==> config.mk <==
export PLATFORM = sky130hd
export DESIGN_NAME = vec_mem_unit
export DESIGN_NICKNAME = d
export VERILOG_FILES = /design/src/rtl/vmu_pkg.sv /design/src/rtl/vmu_addr_gen.sv /design/src/rtl/vec_mem_unit.sv
export SDC_FILE = /design/constraint.sdc
export NUM_CORES = 1
export LEC_CHECK = 0
export CAP_MARGIN = 30
export CORE_AREA = 5 5 224 226
export CTS_CLUSTER_DIAMETER = 40
export DETAILED_ROUTE_END_ITERATION = 16
export DIE_AREA = 0 0 229 231
export GPL_TIMING_DRIVEN = 0
export PLACE_DENSITY = 0.77
export SYNTH_ARGS = -nofsm -noshare
export SYNTH_HDL_FRONTEND = slang
export SYNTH_SLANG_ARGS = --single-unit
==> constraint.sdc <==
create_clock -name clk -period 4.7 [get_ports clk]
set_input_delay 0.94 -clock clk [delete_from_list [all_inputs] [get_ports clk]]
set_output_delay 0.94 -clock clk [all_outputs]
set_load 0.03 [all_outputs]
==> src/rtl/vmu_pkg.sv <==
// Shared types and lane geometry for the vector load/store engine.
package vmu_pkg;

  localparam int VMU_LANES  = 16;
  localparam int VMU_LANE_W = 16;
  localparam int VMU_CNT_W  = $clog2(VMU_LANES);

  typedef enum logic [1:0] {
    IDLE = 2'd0,
    XFER = 2'd1,
    DONE = 2'd2
  } vmu_state_t;

  // Extract lane idx from a flat vector (lane i = bits [W*i+W-1:W*i]).
  function automatic logic [VMU_LANE_W-1:0] lane_slice(
    input logic [VMU_LANES*VMU_LANE_W-1:0] vec,
    input logic [VMU_CNT_W-1:0]            idx
  );
    return vec[idx*VMU_LANE_W +: VMU_LANE_W];
  endfunction

endpackage

==> src/rtl/vmu_addr_gen.sv <==
// Lane counter and address accumulator: loads the base, adds the stride on each ack.
module vmu_addr_gen #(
  parameter int LANES  = 16,
  parameter int ADDR_W = 16,
  localparam int CNT_W = $clog2(LANES)
) (
  input  logic              clk,
  input  logic              rst_n,
  input  logic              load,
  input  logic              adv,
  input  logic [ADDR_W-1:0] base,
  input  logic [ADDR_W-1:0] stride,
  output logic [CNT_W-1:0]  cnt,
  output logic [ADDR_W-1:0] lane_addr,
  output logic              last
);

  logic [CNT_W-1:0]  cnt_q, cnt_d;
  logic [ADDR_W-1:0] acc_q, acc_d;
  logic [ADDR_W-1:0] stride_q, stride_d;

  always_comb begin
    cnt_d    = cnt_q;
    acc_d    = acc_q;
    stride_d = stride_q;
    if (load) begin
      cnt_d    = '0;
      acc_d    = base;
      stride_d = stride;
    end else if (adv) begin
      // Address wraps naturally at 2^ADDR_W; counter wraps to 0 after the last lane.
      cnt_d = cnt_q + CNT_W'(1);
      acc_d = acc_q + stride_q;
    end
  end

  always_ff @(posedge clk or negedge rst_n) begin
    if (!rst_n) begin
      cnt_q    <= '0;
      acc_q    <= '0;
      stride_q <= '0;
    end else begin
      cnt_q    <= cnt_d;
      acc_q    <= acc_d;
      stride_q <= stride_d;
    end
  end

  assign cnt       = cnt_q;
  assign lane_addr = acc_q;
  assign last      = (cnt_q == CNT_W'(LANES-1));

endmodule

==> src/rtl/vec_mem_unit.sv <==
// Vector load/store engine: moves one vector between the datapath and a lane-wide memory,
// one lane per transaction. Define VMU_STRIDE_EN to add a strided-address `stride` port.
module vec_mem_unit
  import vmu_pkg::*;
#(
  parameter int LANES  = VMU_LANES,
  parameter int LANE_W = VMU_LANE_W,
  parameter int ADDR_W = 16
) (
  input  logic                    clk,
  input  logic                    rst_n,
  input  logic                    start,
  input  logic                    is_store,
  input  logic [ADDR_W-1:0]       addr,
  input  logic [LANES*LANE_W-1:0] st_data,
`ifdef VMU_STRIDE_EN
  input  logic [ADDR_W-1:0]       stride,
`endif
  output logic                    busy,
  output logic                    done,
  output logic [LANES*LANE_W-1:0] ld_data,
  output logic [ADDR_W-1:0]       mem_addr,
  output logic [LANE_W-1:0]       mem_wdata,
  output logic                    mem_re,
  output logic                    mem_we,
  input  logic [LANE_W-1:0]       mem_rdata,
  input  logic                    mem_ack
);

  localparam int CNT_W = $clog2(LANES);

  vmu_state_t                   state_q, state_d;
  logic                         is_store_q, is_store_d;
  logic [LANES*LANE_W-1:0]      st_q, st_d;
  logic [LANES-1:0][LANE_W-1:0] ld_q, ld_d;

  logic              ag_load, ag_adv, ag_last;
  logic [CNT_W-1:0]  cnt;
  logic [ADDR_W-1:0] lane_addr;
  logic [ADDR_W-1:0] stride_w;

`ifdef VMU_STRIDE_EN
  assign stride_w = stride;
`else
  assign stride_w = ADDR_W'(1);
`endif

  vmu_addr_gen #(.LANES(LANES), .ADDR_W(ADDR_W)) u_addr_gen (
    .clk       (clk),
    .rst_n     (rst_n),
    .load      (ag_load),
    .adv       (ag_adv),
    .base      (addr),
    .stride    (stride_w),
    .cnt       (cnt),
    .lane_addr (lane_addr),
    .last      (ag_last)
  );

  always_comb begin
    state_d    = state_q;
    is_store_d = is_store_q;
    st_d       = st_q;
    ld_d       = ld_q;
    ag_load    = 1'b0;
    ag_adv     = 1'b0;
    unique case (state_q)
      IDLE: if (start) begin
        state_d    = XFER;
        is_store_d = is_store;
        st_d       = st_data;
        ag_load    = 1'b1;
      end
      XFER: if (mem_ack) begin
        ag_adv = 1'b1;
        if (!is_store_q) ld_d[cnt] = mem_rdata;
        if (ag_last) state_d = DONE;
      end
      DONE:    state_d = IDLE;
      default: state_d = IDLE;
    endcase
  end

  always_ff @(posedge clk or negedge rst_n) begin
    if (!rst_n) begin
      state_q    <= IDLE;
      is_store_q <= 1'b0;
      st_q       <= '0;
      ld_q       <= '0;
    end else begin
      state_q    <= state_d;
      is_store_q <= is_store_d;
      st_q       <= st_d;
      ld_q       <= ld_d;
    end
  end

  // Every output decodes registered state only, so inputs never reach outputs combinationally.
  assign busy      = (state_q != IDLE);
  assign done      = (state_q == DONE);
  assign mem_re    = (state_q == XFER) && !is_store_q;
  assign mem_we    = (state_q == XFER) &&  is_store_q;
  assign mem_addr  = lane_addr;
  assign mem_wdata = lane_slice(st_q, cnt);
  assign ld_data   = ld_q;

endmodule

==> results list, run 1 <==
- Setup repair after global routing left no endpoint under its margin.
* Crit-path slowest cell: sky130_fd_sc_hd__clkdlybuf4s50_1
* Area of the die: 0.0529 mm²
* Cell type group with the largest total delay on the critical path: buffers and inverters
- By count the netlist is led by sky130_fd_sc_hd__nand2_1 (806), sky130_fd_sc_hd__dfrtp_1 (536), sky130_fd_sc_hd__mux2_2 (256).
- Final Skew: 0.0342 ns
- Complex-gate fraction of the synthesized area: 1.68%
* Post-detailed-route via-to-cell ratio: 5.44
- Simple-gate share of the synthesized area: 15.9%
- Multiplexer share of the synthesized area: 19.4%
* Initial antenna violation count: 3
- Measured along the x axis, the die boundary spans 229 µm.
- Counting flops with a built-in enable in the synthesized netlist gives 0.
- After detailed routing, the average wire length per cell comes to 23.6 µm.
- In the finished design, the share of the clock period the worst path needs comes to 96.5%.
* First-pass GRT wire length: 117000 µm
* Post-Synth XOR/XNOR Area: 0.353%
* Worst slew margin: 48.6%
- The analysis attributes to cell leakage a power of 14.8 nW.
* Nature of the critical path endpoint: output pin
- Setup violation total in the final timing report: 0
- Clock-pin transition on the worst setup and hold timing paths: 0.05 ns
- For this run, the number of Yosys warnings is 0.
- Worst hold path class: primary input to asynchronous set/reset pin
- In this run, the number of DRC markers left after iteration 0 of detailed routing was 1276.
- Setup WS post-layout: 0.163 ns
* Power per cell area: 764 mW/mm²
- H-tree depth: 3
- Before CTS, the worst setup slack after placement is 0.229 ns.
- Design Power: 24.2 mW
- Final sum of negative setup slack: 0 ns
- Post-route standard cell area excluding fillers: 0.0317 mm²
* Number of remaining DRC errors: 0
* Cell taking the most area after synthesis: sky130_fd_sc_hd__dfrtp_1
* GRT Resource Usage Total: 29.0%
- Series of cell instances along the critical path: clkbuf_1 > clkbuf_4 > buf_4 > mux4_2 > a22oi_1 > nand2_1 > clkdlybuf4s50_1
* Maximum clock insertion buffer count: 3
- Average cell area after synthesis: 11.5 µm²
- The clock period could shrink to 4.54 ns.
- The synthesized netlist devotes 0.336% of its cell area to adder and majority cells.
* Row cnt: 81
* Hold_ws: 0.274 ns
- Sink count of the clock tree: 536
- Area of the core: 0.0481 mm²
- The initial utilization of the core area, before any placement, comes to 46.4%.
- Final Hold Viols: 0
- The run finished with clean final reports.
- After synthesis the cells add up to 0.0223 mm².
* Maximum fanout along the worst path: 10
- Worst setup path class: register to output pin
- After filler insertion, the fill cell instance count of the layout stands at 3556.
* Area share of the leading cell type in the synthesized netlist: 60.0%
- Crit path largest cell delay: 0.65 ns
- At the end of routability-driven placement, the weighted congestion stood at 0.965.
* Cell with the most instances after synthesis: sky130_fd_sc_hd__nand2_1
* Critical path data arrival time: 3.60 ns
* Synthesis-to-layout area growth: 41.9%
- For the worst setup path, the data required time is 3.76 ns.
- Maximum number of pins on one net before global-route repair: 130
- Vias in the first global route: 18900
* Count of antenna-violating nets left after detailed routing: 0
- Ys flop type: sky130_fd_sc_hd__dfrtp_1
- CTS Root Cell: sky130_fd_sc_hd__clkbuf_16
- Overflow after GRT: 0
- The final layout contains 2899 nets.
* Worst path buffer plus inverter count: 4
- After legalization and detailed placement, the total HPWL measured 58700 µm.
- DP Area: 0.0291 mm²
* Die Y: 231 µm
- Max-cap violations in this run came to 0.
- Summed over all layers, the routed wires come to 77300 µm.
- Clock tree from TritonCTS: done
* Transition time at the pin with the least slew margin: 0.772 ns
- By area, the combinational part of the netlist is dominated by multiplexers.
* Unique masters post-synth: 43
- In the final layout, the share of cells above drive strength 1 is 19.3%.
- For this run, the detailed router's first-pass iteration total came to 5.
- Port buffering added 584 buffers.
- After synthesis the netlist holds a flip-flop and latch count of 536.
* Cell types occupying the most area after synthesis: sky130_fd_sc_hd__dfrtp_1 (60%), sky130_fd_sc_hd__nand2_1 (14%), sky130_fd_sc_hd__mux2_2 (13%), sky130_fd_sc_hd__mux4_2 (6.5%), sky130_fd_sc_hd__clkbuf_1 (1.4%)
- The number of max-slew violations in the final report is 0.
- Sequential cells were found to cover 60.0% of the synthesized design area.
* VDD IR-drop max: 0.520 mV
- In this run the count of I/O pins placed on the die edge is 585.
* Number of clock buffers inserted by TritonCTS: 72
- Share of synthesized flip-flops with an asynchronous set or reset: 100%
* Via count: 17800
- Derived from the worst setup path, the maximum achievable clock frequency is 220 MHz.
- Counting every net in the synthesized netlist gives 2237.
* Kind of start point of the critical path: register
- Cts-stage hold buffer count: 0
- Cells after Synth: 1938
- Clock latency on the worst-skew pair, taken at its later pin, is 0.60 ns.
-- routing by layer --
metal | share of wire (%) | up-vias | global-route usage, % | routed length, µm
met1 | 37 | 8934 | 35.4 | 28300
met2 | 50 | 978 | 49.7 | 38800
met5 | 0 | - | 0 | 0
met3 | 8.9 | 165 | 6.68 | 6890
li1 | - | 7767 | - | -
met4 | 4.3 | 0 | 12.6 | 3340
-- logic make-up after synthesis --
kind of cell	Yosys count
multiplexers	321
XOR/XNOR	9
AO/OA/AOI/OAI	54
flip-flops	536
AND/OR/NAND/NOR	884
adder cells (fa/ha/maj)	6
buffers and inverters	128
-- cell usage in the layout (no fill, tap or decap), types with 3 or more instances in the layout --
master                            netlist  routed
sky130_fd_sc_hd__clkbuf_8               0      10
sky130_fd_sc_hd__nor3_1                 7       7
sky130_fd_sc_hd__mux2_2               256     256
sky130_fd_sc_hd__nand2_1              806     806
sky130_fd_sc_hd__a22oi_2                0       6
sky130_fd_sc_hd__clkinv_2               0       3
sky130_fd_sc_hd__clkinv_4               0       6
sky130_fd_sc_hd__mux4_2                64      64
sky130_fd_sc_hd__diode_2                0       3
sky130_fd_sc_hd__nor2_1                13      13
sky130_fd_sc_hd__clkbuf_2               0       7
sky130_fd_sc_hd__clkinvlp_4             0       6
sky130_fd_sc_hd__buf_1                 10       9
sky130_fd_sc_hd__o21ai_0               10      10
sky130_fd_sc_hd__clkbuf_16              0      74
sky130_fd_sc_hd__buf_4                  0       3
sky130_fd_sc_hd__clkdlybuf4s50_1        0     583
sky130_fd_sc_hd__nor4_1                 3       3
sky130_fd_sc_hd__buf_2                 25      21
sky130_fd_sc_hd__nor3b_4                4       4
sky130_fd_sc_hd__clkbuf_1              86      85
sky130_fd_sc_hd__inv_6                  0       9
sky130_fd_sc_hd__nand4_1                5       5
sky130_fd_sc_hd__nand2_2               16      16
sky130_fd_sc_hd__dfrtp_1              536     536
sky130_fd_sc_hd__nand3_1                8       8
sky130_fd_sc_hd__xnor2_1                8       8
sky130_fd_sc_hd__a31oi_1                5       5
sky130_fd_sc_hd__inv_1                  6       6
sky130_fd_sc_hd__bufinv_16              0      10
sky130_fd_sc_hd__buf_16                 0       4
sky130_fd_sc_hd__nor2b_1                3       3
sky130_fd_sc_hd__a22oi_1               32      26
sky130_fd_sc_hd__ha_1                   6       6
-- path summary, 6_finish.rpt --
check	startpoint	end	slack (ns)	cells past startpoint
worst min-delay path	rst_n	st_q[115]$_DFFE_PN0P_	0.27	1
max in group asynchronous	rst_n	ld_data[67]$_DFFE_PN0P_	2.98	3
min in group clk	st_q[237]$_DFFE_PN0P_	st_q[237]$_DFFE_PN0P_	0.47	2
worst max-delay path	u_addr_gen.cnt[0]$_DFFE_PN0P_	mem_wdata[7]	0.16	7
worst max register to register	u_addr_gen.cnt[1]$_DFFE_PN0P_	ld_data[93]$_DFFE_PN0P_	1.82	8
worst min register to register	st_q[237]$_DFFE_PN0P_	st_q[237]$_DFFE_PN0P_	0.47	2
-- report_power, final --
part / switching, mW / internal [mW]
sequential: 1.28 / 6.68
clock: 2.14 / 3.62
combinational: 5.91 / 4.57
-- timing repair --
action                                  in CTS  in global routing
gates cloned                                 0                  0
resized for setup                           13                  5
setup buffers                                0                  0
endpoints found under the setup margin      13                  6
-- area by class of cell --
type	instances	area (µm²)	share of cell area (%)
antenna	3	7.51	0.0237
buffer	122	515	1.63
clock buffer	89	2010	6.34
clock inverter	38	547	1.73
inverter	6	22.5	0.0711
multi-input combinational	1274	8440	26.6
sequential	536	13400	42.3
tap	622	778	2.46
timing repair buffer	588	5960	18.8
-- state kept, by name (all words and copies together), names as in the netlist --
name	count
is_store_q	1
u_addr_gen.stride_q	1
ld_data	256
u_addr_gen.cnt	4
state_q	2
u_addr_gen.lane_addr	16
st_q	256
-- metrics by stage --
stage,std cells,util [%]
2_1_floorplan,1938,-
5_1_grt,3278,65.8
3_3_place_gp,3144,60.2
3_5_place_dp,3148,60.4
4_1_cts,3275,65.8
6_report,3278,65.8
-- worst register-to-register path, cell delays in order (launching register included) --
cell                       delay [ns]
sky130_fd_sc_hd__dfrtp_1         0.44
sky130_fd_sc_hd__clkbuf_2        0.33
sky130_fd_sc_hd__clkbuf_2        0.41
sky130_fd_sc_hd__inv_1           0.15
sky130_fd_sc_hd__ha_1            0.21
sky130_fd_sc_hd__nor3b_4         0.18
sky130_fd_sc_hd__nand2_2         0.22
sky130_fd_sc_hd__buf_2           0.38
sky130_fd_sc_hd__mux2_2          0.41
(Power assumes the default switching activity.)
==> inputs of run 2 (changes only) <==
Settings changed: CORE_AREA 5 5 224 226 to not set, CORE_MARGIN set to 5, CORE_UTILIZATION set to 47, DIE_AREA 0 0 229 231 to not set, PLACE_DENSITY 0.77 to 0.78.
==> results list, run 2 (synthesis gave the netlist of run 1 again) <==
- Clock tree from TritonCTS: done
* PortBufs: 584 (unchanged)
- Layout cell share with drive strength beyond 1: 18.8% (-0.49 points)
- Lkg Pwr: 14.6 nW (-1.0%)
- The total die area was 0.0520 mm² (-1.7%).
- The worst-case clock buffer depth came to 3 (unchanged).
* CTS Root Cell: sky130_fd_sc_hd__clkbuf_16
* First-pass GRT wire length: 119000 µm (+1.8%)
- The clock transition time at the flip-flop clock pins of the worst setup and hold paths is 0.06 ns (about the same).
- Nature of the critical path endpoint: output pin
* Design Power: 23.7 mW (-2.3%)
* Critical path data arrival time: 3.67 ns (+0.07 ns)
- Latest clock arrival within the worst-skew pair: 0.59 ns (about the same)
* Initial DRC Count: 1421 (+11%)
* Worst slew margin: 47.7% (-0.82 points)
* Hold_ws: 0.282 ns (+0.00763 ns)
- The I/O pin count was 585 (unchanged).
- Final wirelength: 78200 µm (+1.1%)
- The die span in y is 228 µm (-1.3%).
- The utilization after layout is 67.0% (+1.2 points).
- The width of the chip is 228 µm (-0.43%).
- The slew of the pin with the lowest slew margin came to 0.784 ns (+0.0123 ns).
* Vias in the first global route: 19400 (+2.7%)
- Detail Placement HPWL: 59300 µm (+1.0%)
- The total number of vias came to 17900 (+0.35%).
- The required time reported for the critical path endpoint is 3.76 ns (about the same).
- Timing startpoint of the critical path: u_addr_gen.cnt[0]$_DFFE_PN0P_
- The shortest period the worst path allows was 4.61 ns (+0.0761 ns).
* Wire length per cell: 24.0 µm (+1.8%)
- The standard-cell row count came to 79 (-2.5%).
- In the layout the commonest cells are sky130_fd_sc_hd__nand2_1 (806), sky130_fd_sc_hd__clkdlybuf4s50_1 (583), sky130_fd_sc_hd__dfrtp_1 (536).
- Number of clock buffers inserted by TritonCTS: 67 (-6.9%)
- The peak clock frequency supported by timing is 217 MHz (-1.6%).
* GRT Resource Usage Total: 29.8% (+0.78 points)
* Reg2reg start: u_addr_gen.cnt[1]$_DFFE_PN0P_
* Footprint of the flip-flops and latches: 0.0134 mm² (unchanged)
- Maximum fanout along the worst path: 10 (unchanged)
- Maxcap violations: 0 (unchanged)
* Post-detailed-route via-to-cell ratio: 5.50 (+1.1%)
* Area occupied by multi-input gates: 0.00844 mm² (unchanged)
* H-tree depth: 3 (unchanged)
* Sink count of the clock tree: 536 (unchanged)
* RD Place Congestion: 0.971 (+0.65%)
* Synthesis-to-layout area growth: 40.3%
- Initial antenna violation count: 6 (+3)
* Filler cell count in the final layout: 3409 (-4.1%)
* Most frequent standard cell in the layout excluding fill and tap cells: sky130_fd_sc_hd__nand2_1
- STA classifies the critical path startpoint as a register.
* Number of remaining DRC errors: 0 (unchanged)
* Power per cell area: 755 mW/mm² (-1.2%)
- The maximum ir drop on the vdd rail was 0.401 mV (-23%).
- Overflow after GRT: 0 (unchanged)
* Pre-antenna DRT Iters: 5 (unchanged)
- The final-report setup violation count came to 0 (unchanged).
- Result of the run: finished clean
- The final count of hold timing violations was 0 (unchanged).
- Area of the core: 0.0468 mm² (-2.9%)
- The number of antenna-violating nets in the routed design came to 0 (unchanged).
- The number of nets in the finished design was 2894 (-0.17%).
- Worst setup path class: register to output pin
- Maximum number of pins on one net before global-route repair: 129 (-0.77%)
- Worst hold path class: primary input to asynchronous set/reset pin
- The final clock skew came to 0.0264 ns (-0.00777 ns).
- The number of max-slew violations in the final report came to 0 (unchanged).
- Final worst-path cycle share: 98.1% (+1.6 points)
* Effective utilization at floorplan: 47.8% (+1.4 points)
## run 2: cell type report
type | instances | area share [%]
sequential | 536 | 42.8
multi-input combinational | 1274 | 26.9
timing repair buffer | 588 | 19.0
clock buffer | 86 | 6.07
tap | 607 | 2.42
buffer | 122 | 1.62
clock inverter | 30 | 1.05
inverter | 6 | 0.0718
antenna | 6 | 0.0479
## run 2: what timing repair did
action                                  CTS  global route
gates resized for setup                  12             1
hold buffers                              0             0
buffers inserted                          0             0
endpoints found under the setup margin   12             1
## run 2: path summary, 6_finish.rpt
kind                                                 end  depth (start not counted)  slack [ns]
worst max-delay path                        mem_wdata[7]                          7        0.09
worst min-delay path               st_q[102]$_DFFE_PN0P_                          1        0.28
worst max register to register   ld_data[86]$_DFFE_PN0P_                          8        1.80
worst min register to register     st_q[166]$_DFFE_PN0P_                          2        0.47
max in group asynchronous       ld_data[217]$_DFFE_PN0P_                          3        2.82
min in group clk                   st_q[166]$_DFFE_PN0P_                          2        0.47
## run 2: layer usage
layer	wire length (µm)	part of all wire, %	track usage, %	vias up
met3	6900	8.8	7.37	196
met1	28200	36	35.2	8952
met4	4690	6.0	16.5	0
met2	38400	49	50.3	988
li1	-	-	-	7770
met5	0	0	0	-
## run 2: through the flow
step / area, µm² / setup slack, ns / setup TNS (ns) / instances
after floorplan: 22300 / 1.79 / 0 / 1938
after global placement: 28900 / -19.91 / - / 3129
after detailed placement: 29100 / 0.247 / 0 / 3133
after CTS: 31300 / 0.0467 / 0 / 3249
after global routing: 31300 / -0.00708 / -0.0141 / 3254
final: 31300 / 0.0873 / 0 / 3255
## run 2: critical path: stages (launching register included)
cell and delay [ns]:
sky130_fd_sc_hd__dfrtp_1 0.38, sky130_fd_sc_hd__clkbuf_1 0.18, sky130_fd_sc_hd__buf_2 0.36, sky130_fd_sc_hd__buf_4 0.32, sky130_fd_sc_hd__mux4_2 0.56, sky130_fd_sc_hd__a22oi_1 0.42, sky130_fd_sc_hd__nand2_1 0.20, sky130_fd_sc_hd__clkdlybuf4s50_1 0.65
## run 2: power breakdown
part	internal, mW	total [mW]	switching (mW)
logic	4.56	10.5	5.96
registers	6.68	8.00	1.32
clock network	3.07	5.14	2.06
total	14.3	23.7	9.34
==> inputs of run 3 (changes only) <==
Settings changed: HOLD_SLACK_MARGIN set to 0.03.
==> results of run 3 <==
Final layout, timing and power as in run 2 (identical DEF).
